File: config.mk
export PLATFORM = sky130hd
export DESIGN_NAME = fip_32_cramer_solve
export DESIGN_NICKNAME = d
export VERILOG_FILES = /design/src/rtl/fip_32_cramer_solve.sv
export SDC_FILE = /design/constraint.sdc
export NUM_CORES = 1
export LEC_CHECK = 0
export ABC_AREA = 1
export BUFFER_PORTS_ARGS = -buffer_cell sky130_fd_sc_hd__buf_2
export CORE_AREA = 2 2 197 277
export DETAILED_ROUTE_END_ITERATION = 10
export DIE_AREA = 0 0 199 279
export PLACE_DENSITY = 0.67
export SLEW_MARGIN = 25
export SYNTH_ARGS = -nofsm -noshare
export SYNTH_HDL_FRONTEND = slang
export SYNTH_SLANG_ARGS = --single-unit
File: constraint.sdc
create_clock -name i_clk -period 6.5 [get_ports i_clk]
set_clock_uncertainty 0.05 [all_clocks]
set_input_delay 0.325 -clock i_clk [delete_from_list [all_inputs] [get_ports i_clk]]
set_output_delay 0.325 -clock i_clk [all_outputs]
set_load 0.01 [all_outputs]
File: src/rtl/fip_32_cramer_solve.sv
// Cramer-rule solver for ray/triangle hits: t,u,v = det_{t,u,v}/det through one shared restoring divider.
// Define FIP_DIV_SAT_EN to clamp quotients to the 32-bit signed range instead of wrapping.
module fip_32_cramer_solve #(
  parameter int                 FRA_BITS = 16,
  parameter logic signed [31:0] EPS      = 32'sh10,
  parameter logic signed [31:0] T_MIN    = 32'sh0
) (
  input  logic               i_clk,
  input  logic               i_rstn,
  input  logic               i_valid,
  output logic               o_ready,
  input  logic signed [31:0] i_det,
  input  logic signed [31:0] i_det_t,
  input  logic signed [31:0] i_det_u,
  input  logic signed [31:0] i_det_v,
  output logic               o_valid,
  input  logic               i_ready,
  output logic signed [31:0] o_t,
  output logic signed [31:0] o_u,
  output logic signed [31:0] o_v,
  output logic               o_hit
);

  localparam int DW   = 32 + FRA_BITS;
  localparam int ITER = DW;
  localparam int CW   = $clog2(ITER);
  localparam logic signed [32:0] ONE_FX = 33'sd1 <<< FRA_BITS;

  typedef enum logic [2:0] {IDLE, DIV_U, DIV_V, DIV_T, DONE} state_t;

  state_t               state_q, state_d;
  logic [CW-1:0]        cnt_q, cnt_d;
  logic                 o_valid_q, o_valid_d;
  logic signed [31:0]   o_t_q, o_t_d, o_u_q, o_u_d, o_v_q, o_v_d;
  logic                 o_hit_q, o_hit_d;
  logic [32:0]          dsr_q, dsr_d;
  logic                 det_neg_q, det_neg_d;
  logic signed [31:0]   nt_q, nt_d, nv_q, nv_d;
  logic [31:0]          rem_q, rem_d;
  logic [DW-1:0]        dvd_q, dvd_d;
  logic                 neg_q, neg_d;
  logic signed [31:0]   u_q, u_d, v_q, v_d;

  function automatic logic [32:0] abs33(input logic signed [31:0] x);
    logic signed [32:0] e;
    e = {x[31], x};
    return x[31] ? 33'(-e) : 33'(e);
  endfunction

  // Signed result from magnitude and sign: clamp or keep the low 32 bits.
  function automatic logic signed [31:0] finish_q(input logic [DW-1:0] mag, input logic neg);
    logic [DW-1:0] s;
`ifdef FIP_DIV_SAT_EN
    if (!neg && mag > DW'(64'h7fff_ffff)) return 32'sh7fffffff;
    if (neg && mag > DW'(64'h8000_0000)) return 32'sh80000000;
`endif
    s = neg ? -mag : mag;
    return s[31:0];
  endfunction

  function automatic logic hit_f(input logic signed [31:0] t, input logic signed [31:0] u,
                                 input logic signed [31:0] v);
    logic signed [32:0] uv;
    uv = {u[31], u} + {v[31], v};
    return !u[31] && !v[31] && (uv <= ONE_FX) && (t >= T_MIN);
  endfunction

  // Operand to load into the divider for the next quotient (u, then v, then t).
  logic signed [31:0] ld_num;
  logic               ld_dneg;
  logic [32:0]        ld_abs, det_abs;
  logic [DW-1:0]      ld_dvd;
  logic               ld_neg;

  always_comb begin
    ld_num  = nt_q;
    ld_dneg = det_neg_q;
    if (state_q == IDLE) begin
      ld_num  = i_det_u;
      ld_dneg = i_det[31];
    end else if (state_q == DIV_U) begin
      ld_num  = nv_q;
    end
  end

  assign ld_abs  = abs33(ld_num);
  assign det_abs = abs33(i_det);
  assign ld_dvd  = {ld_abs[31:0], {FRA_BITS{1'b0}}};
  assign ld_neg  = ld_num[31] ^ ld_dneg;

  // One restoring step: dividend MSB shifts into the remainder, quotient bit into the LSB.
  logic [32:0]        trial, diff;
  logic               ge;
  logic [31:0]        rem_step;
  logic [DW-1:0]      q_step;
  logic signed [31:0] res;

  assign trial    = {rem_q, dvd_q[DW-1]};
  assign diff     = trial - dsr_q;
  assign ge       = trial >= dsr_q;
  assign rem_step = ge ? diff[31:0] : trial[31:0];
  assign q_step   = {dvd_q[DW-2:0], ge};
  assign res      = finish_q(q_step, neg_q);

  always_comb begin
    state_d   = state_q;
    cnt_d     = cnt_q;
    o_valid_d = 1'b0;
    o_t_d     = o_t_q;
    o_u_d     = o_u_q;
    o_v_d     = o_v_q;
    o_hit_d   = o_hit_q;
    dsr_d     = dsr_q;
    det_neg_d = det_neg_q;
    nt_d      = nt_q;
    nv_d      = nv_q;
    rem_d     = rem_q;
    dvd_d     = dvd_q;
    neg_d     = neg_q;
    u_d       = u_q;
    v_d       = v_q;
    case (state_q)
      IDLE: begin
        if (i_valid) begin
          dsr_d     = det_abs;
          det_neg_d = i_det[31];
          nt_d      = i_det_t;
          nv_d      = i_det_v;
          if (det_abs <= {1'b0, EPS}) begin
            state_d = DONE;
            o_t_d   = '0;
            o_u_d   = '0;
            o_v_d   = '0;
            o_hit_d = 1'b0;
          end else begin
            state_d = DIV_U;
            cnt_d   = '0;
            rem_d   = '0;
            dvd_d   = ld_dvd;
            neg_d   = ld_neg;
          end
        end
      end
      DIV_U, DIV_V, DIV_T: begin
        rem_d = rem_step;
        dvd_d = q_step;
        cnt_d = cnt_q + CW'(1);
        if (cnt_q == CW'(ITER - 1)) begin
          cnt_d = '0;
          rem_d = '0;
          dvd_d = ld_dvd;
          neg_d = ld_neg;
          case (state_q)
            DIV_U: begin
              u_d     = res;
              state_d = DIV_V;
            end
            DIV_V: begin
              v_d     = res;
              state_d = DIV_T;
            end
            default: begin
              state_d = DONE;
              o_t_d   = res;
              o_u_d   = u_q;
              o_v_d   = v_q;
              o_hit_d = hit_f(res, u_q, v_q);
            end
          endcase
        end
      end
      DONE: begin
        if (o_valid_q && i_ready) begin
          state_d = IDLE;
        end else begin
          o_valid_d = 1'b1;
        end
      end
      default: state_d = IDLE;
    endcase
  end

  always_ff @(posedge i_clk or negedge i_rstn) begin
    if (!i_rstn) begin
      state_q   <= IDLE;
      cnt_q     <= '0;
      o_valid_q <= 1'b0;
      o_t_q     <= '0;
      o_u_q     <= '0;
      o_v_q     <= '0;
      o_hit_q   <= 1'b0;
    end else begin
      state_q   <= state_d;
      cnt_q     <= cnt_d;
      o_valid_q <= o_valid_d;
      o_t_q     <= o_t_d;
      o_u_q     <= o_u_d;
      o_v_q     <= o_v_d;
      o_hit_q   <= o_hit_d;
    end
  end

  // Operand and divider datapath: qualified by the FSM, so no reset needed.
  always_ff @(posedge i_clk) begin
    dsr_q     <= dsr_d;
    det_neg_q <= det_neg_d;
    nt_q      <= nt_d;
    nv_q      <= nv_d;
    rem_q     <= rem_d;
    dvd_q     <= dvd_d;
    neg_q     <= neg_d;
    u_q       <= u_d;
    v_q       <= v_d;
  end

  assign o_ready = (state_q == IDLE);
  assign o_valid = o_valid_q;
  assign o_t     = o_t_q;
  assign o_u     = o_u_q;
  assign o_v     = o_v_q;
  assign o_hit   = o_hit_q;

endmodule

==> impl_metrics.csv <==
group,metric,value,unit
cts,post_cts_buffers,0,
sta,finalCriticalPeriod,4.21,ns
sta,fin_hold_ws,0.0446,ns
synthesis,yosys.area_share.simple,28.0,%
synthesis,ys.warnings.count,0,
detailed_routing,drt_iter0_drc,837,
sta,fin_ws,2.29,ns
die,initial_utilization,39.7,%
cts,clkLatencyLatePin,0.57,ns
synthesis,synth_top_family_by_area,"simple AND/OR/NAND/NOR gates",
outcome,status,"finished, final reports clean",
detailed_routing,viasPerCell,4.80,
critical_path,r2r_cells,19,
critical_path,crit_chain,"ha_1 -> nand2_1 -> nand2_1 -> nand2_1 -> nand2_1 -> a21oi_1 -> nand3_1 -> nand2_1 -> nand2_2 -> inv_2 -> ha_1 -> nand3_1 -> nor3_1 -> nand4_1 -> o21ai_0 -> o21a_1 -> o21a_1 -> o21ai_0 -> xor2_1",
synthesis,synth_compound_area_share,7.41,%
critical_path,cp.depth,19,
hold_path,hp-start,"i_valid",
synthesis,synthCells,2697,
synthesis,ys_ff_latch,350,
critical_path,crit_end,"u_q[26]$_DFFE_PP_",
sta,fmax,237,MHz
die,die_area,55500,sq um
synthesis,syn_avg_cell_area,7.80,sq um
detailed_routing,drtAntennaViolNets,0,
cts,clkSlewWorstSetupHoldPaths,0.06,ns
detailed_routing,firstDrtPassIters,5,
placed_design,portBuffers,230,
placed_design,gp_congestion,0.927,
die,die_x,199,um
detailed_routing,wl,55900,um
final_layout,drive_gt1_share,12.2,%
final_layout,area_growth,17.9,%
die,core,52900,sq um
critical_path,cp_slowest_cell,"edfxtp_1",
critical_path,crit_required,6.75,ns
die,rows,100,
detailed_routing,via_count,17900,
hold_path,hold_path_class,"in -> reg",
synthesis,yosysTopAreaCell,"edfxtp_1",
synthesis,yosys.area.top_type_share,34.7,%
synthesis,synthArstFlopShare,30.6,%
critical_path,path_max_fanout,8,
power_and_ir_drop,pwr_density_cell,230,nW/um^2
synthesis,yosys.area_share.xor_xnor,4.17,%
synthesis,muxShareOfSynthArea,0,%
cts,cts_htree_levels,2,
sta,grt_setup_unrepaired,"no",
cts,cts_tree,"yes",
sta,maxSlewViolCount,0,
detailed_routing,wl_per_cell,15.0,um
synthesis,syn_area,21000,sq um
die,die_h,279,um
synthesis,synth_fp_nets,2901,
synthesis,ys_top_cells_by_area,"edfxtp_1 (35%), nand2_1 (17%), dfrtp_1 (13%), inv_1 (6.7%), nor2_1 (4.7%)",
cts,cts_sinks,350,
sta,setup_tns,0,ns
critical_path,crit_start,"rem_q[9]$_SDFFCE_PN0P_",
synthesis,synth_edf_count,243,
sta,setup_viol,0,
detailed_routing,dr.max_layer_used,"met4",
critical_path,start_kind,"register",
run,max-cap-violations,0,
cts,cts.repair.resized,0,
final_layout,layout.nets,3189,
global_route,antenna_found_initial,0,
detailed_routing,drc_errors,0,
critical_path,crit_type,"reg -> reg",
global_route,grt_usage,20.4,%
cts,hold_buffers,67,
critical_path,cp_data_arrival_time,4.46,ns
sta,hold_violations,0,
placed_design,hpwl,41900,um
die,io_pins,231,
critical_path,crit_buf_inv,1,
synthesis,seq_area_frac_synth,47.4,%
synthesis,ys.flop_type,"edfxtp_1",
global_route,grt_max_degree,99,
sta,slew_headroom,32.9,%
cts,clockBufferDepth,3,
detailed_routing,wl_met3,2230,um
critical_path,cpMostUsedCell,"nand2_1",
detailed_routing,met1_length,22400,um
power_and_ir_drop,peakVddDrop,217,uV
synthesis,synthAdderAreaFrac,4.36,%
sta,min_period_over_period,64.8,%
final_layout,antennaDiodeCount,0,
detailed_routing,wl_met2,29200,um
critical_path,r2r-end,"u_q[26]$_DFFE_PP_",
critical_path,slowest_delay,0.42,ns
global_route,grt_pass1_wl,89400,um
synthesis,ys_types,50,
cts,cts_root_buf,"clkbuf_16",
critical_path,cp-end-kind,"register",
global_route,gr-total-overflow,0,
global_route,grt_pass1_vias,17600,
critical_path,crit_family,"simple AND/OR/NAND/NOR gates",
power_and_ir_drop,p_leak,0.0126,uW
cts,cts_buffers,38,
placed_design,place_ws,2.36,ns
critical_path,rrSetupSlack,2.29,ns
critical_path,r2r_start,"rem_q[9]$_SDFFCE_PN0P_",
sta,tightest_slew,1.01,ns
layout make-up:
class	instances	area, sq um
fill	5290	28100
clock inverter	19	188
sequential	350	9970
multi-input combinational	1898	9290
inverter	387	1450
timing repair buffer	310	1930
clock buffer	51	1070
tap	714	893
where the power goes:
| part | leakage [uW] | switching [uW] | internal [uW] |
|---|---|---|---|
| logic | 0.00807 | 651 | 360 |
| clock network | 0.000612 | 943 | 1250 |
| registers | 0.00389 | 47.4 | 2450 |
worst min-delay path, cell delays in order:
cell     delay, ns
buf_2         0.09
o21ai_0       0.10
nand2_1       0.07
nand2_1       0.05
how the worst min path moves through the flow:
stage                                   endpoint  slack, ns  cells past startpoint
final                     state_q[0]$_DFFE_PN0P_       0.04                      4
after global placement       o_v[21]$_DFFE_PN0P_       0.33                      1
after CTS                     dsr_q[2]$_DFFE_PP_       0.02                      3
after global routing          dsr_q[2]$_DFFE_PP_       0.05                      3
after floorplan             cnt_q[0]$_DFFE_PN0P_      -0.02                      0
after detailed placement     o_v[25]$_DFFE_PN0P_       0.33                      1
logic make-up (layout without fill, tap and decap cells):
kind of cell	after synthesis	after routing
AND/OR/NAND/NOR	1446	1446
buffers and inverters	449	767
flip-flops	350	350
AO/OA/AOI/OAI	279	279
XOR/XNOR	100	100
adder cells (fa/ha/maj)	72	72
other	1	1
cell usage after synthesis (10+ instances only):
cell type,count
nand4_1,36
buf_6,10
o21ai_0,85
clkbuf_1,27
nor2_1,263
xnor2_1,41
o21ai_1,20
inv_2,11
nor3_1,24
a21oi_1,114
inv_1,376
edfxtp_1,243
nand2_1,941
dfrtp_1,107
xor2_1,59
nand3_1,126
ha_1,70
buf_2,18
per-stage QoR:
step / std cells / area, sq um / utilization [%] / power, uW
floorplan: 2697 / 21000 / - / 3230
global placement: 3591 / 22800 / 43.2 / 3500
detailed placement: 3591 / 22800 / 43.2 / 3510
CTS: 3728 / 24800 / 46.8 / 5770
global route: 3729 / 24800 / 46.9 / 6010
finish: 3729 / 24800 / 46.9 / 5710
registers in the layout, summed over array words and instances, names as in the netlist, 3 cells and up:
signal,flops
state_q,3
dvd_q,48
nt_q,32
o_t,32
v_q,32
rem_q,32
o_u,32
o_v,32
cnt_q,6
u_q,32
dsr_q,33
nv_q,32
routing by layer:
metal,track usage [%],vias to the layer above
met2,37.9,429
li1,-,9200
met3,2.72,113
met4,8.21,0
met5,0,-
met1,23.3,8149
layout by cell type (no fill, tap or decap), types with 12 or more instances in the layout:
cell | Yosys | layout
ha_1 | 70 | 70
dlygate4sd3_1 | 0 | 67
buf_2 | 18 | 229
edfxtp_1 | 243 | 243
dfrtp_1 | 107 | 107
xnor2_1 | 41 | 41
nor3_1 | 24 | 23
nand4_1 | 36 | 36
xor2_1 | 59 | 59
inv_1 | 376 | 375
nand2_1 | 941 | 939
nand3_1 | 126 | 126
buf_4 | 5 | 13
o21ai_1 | 20 | 20
nor2_1 | 263 | 260
a21oi_1 | 114 | 114
clkbuf_16 | 0 | 39
inv_2 | 11 | 12
o21ai_0 | 85 | 85
Power figures use the tool's default switching activity.
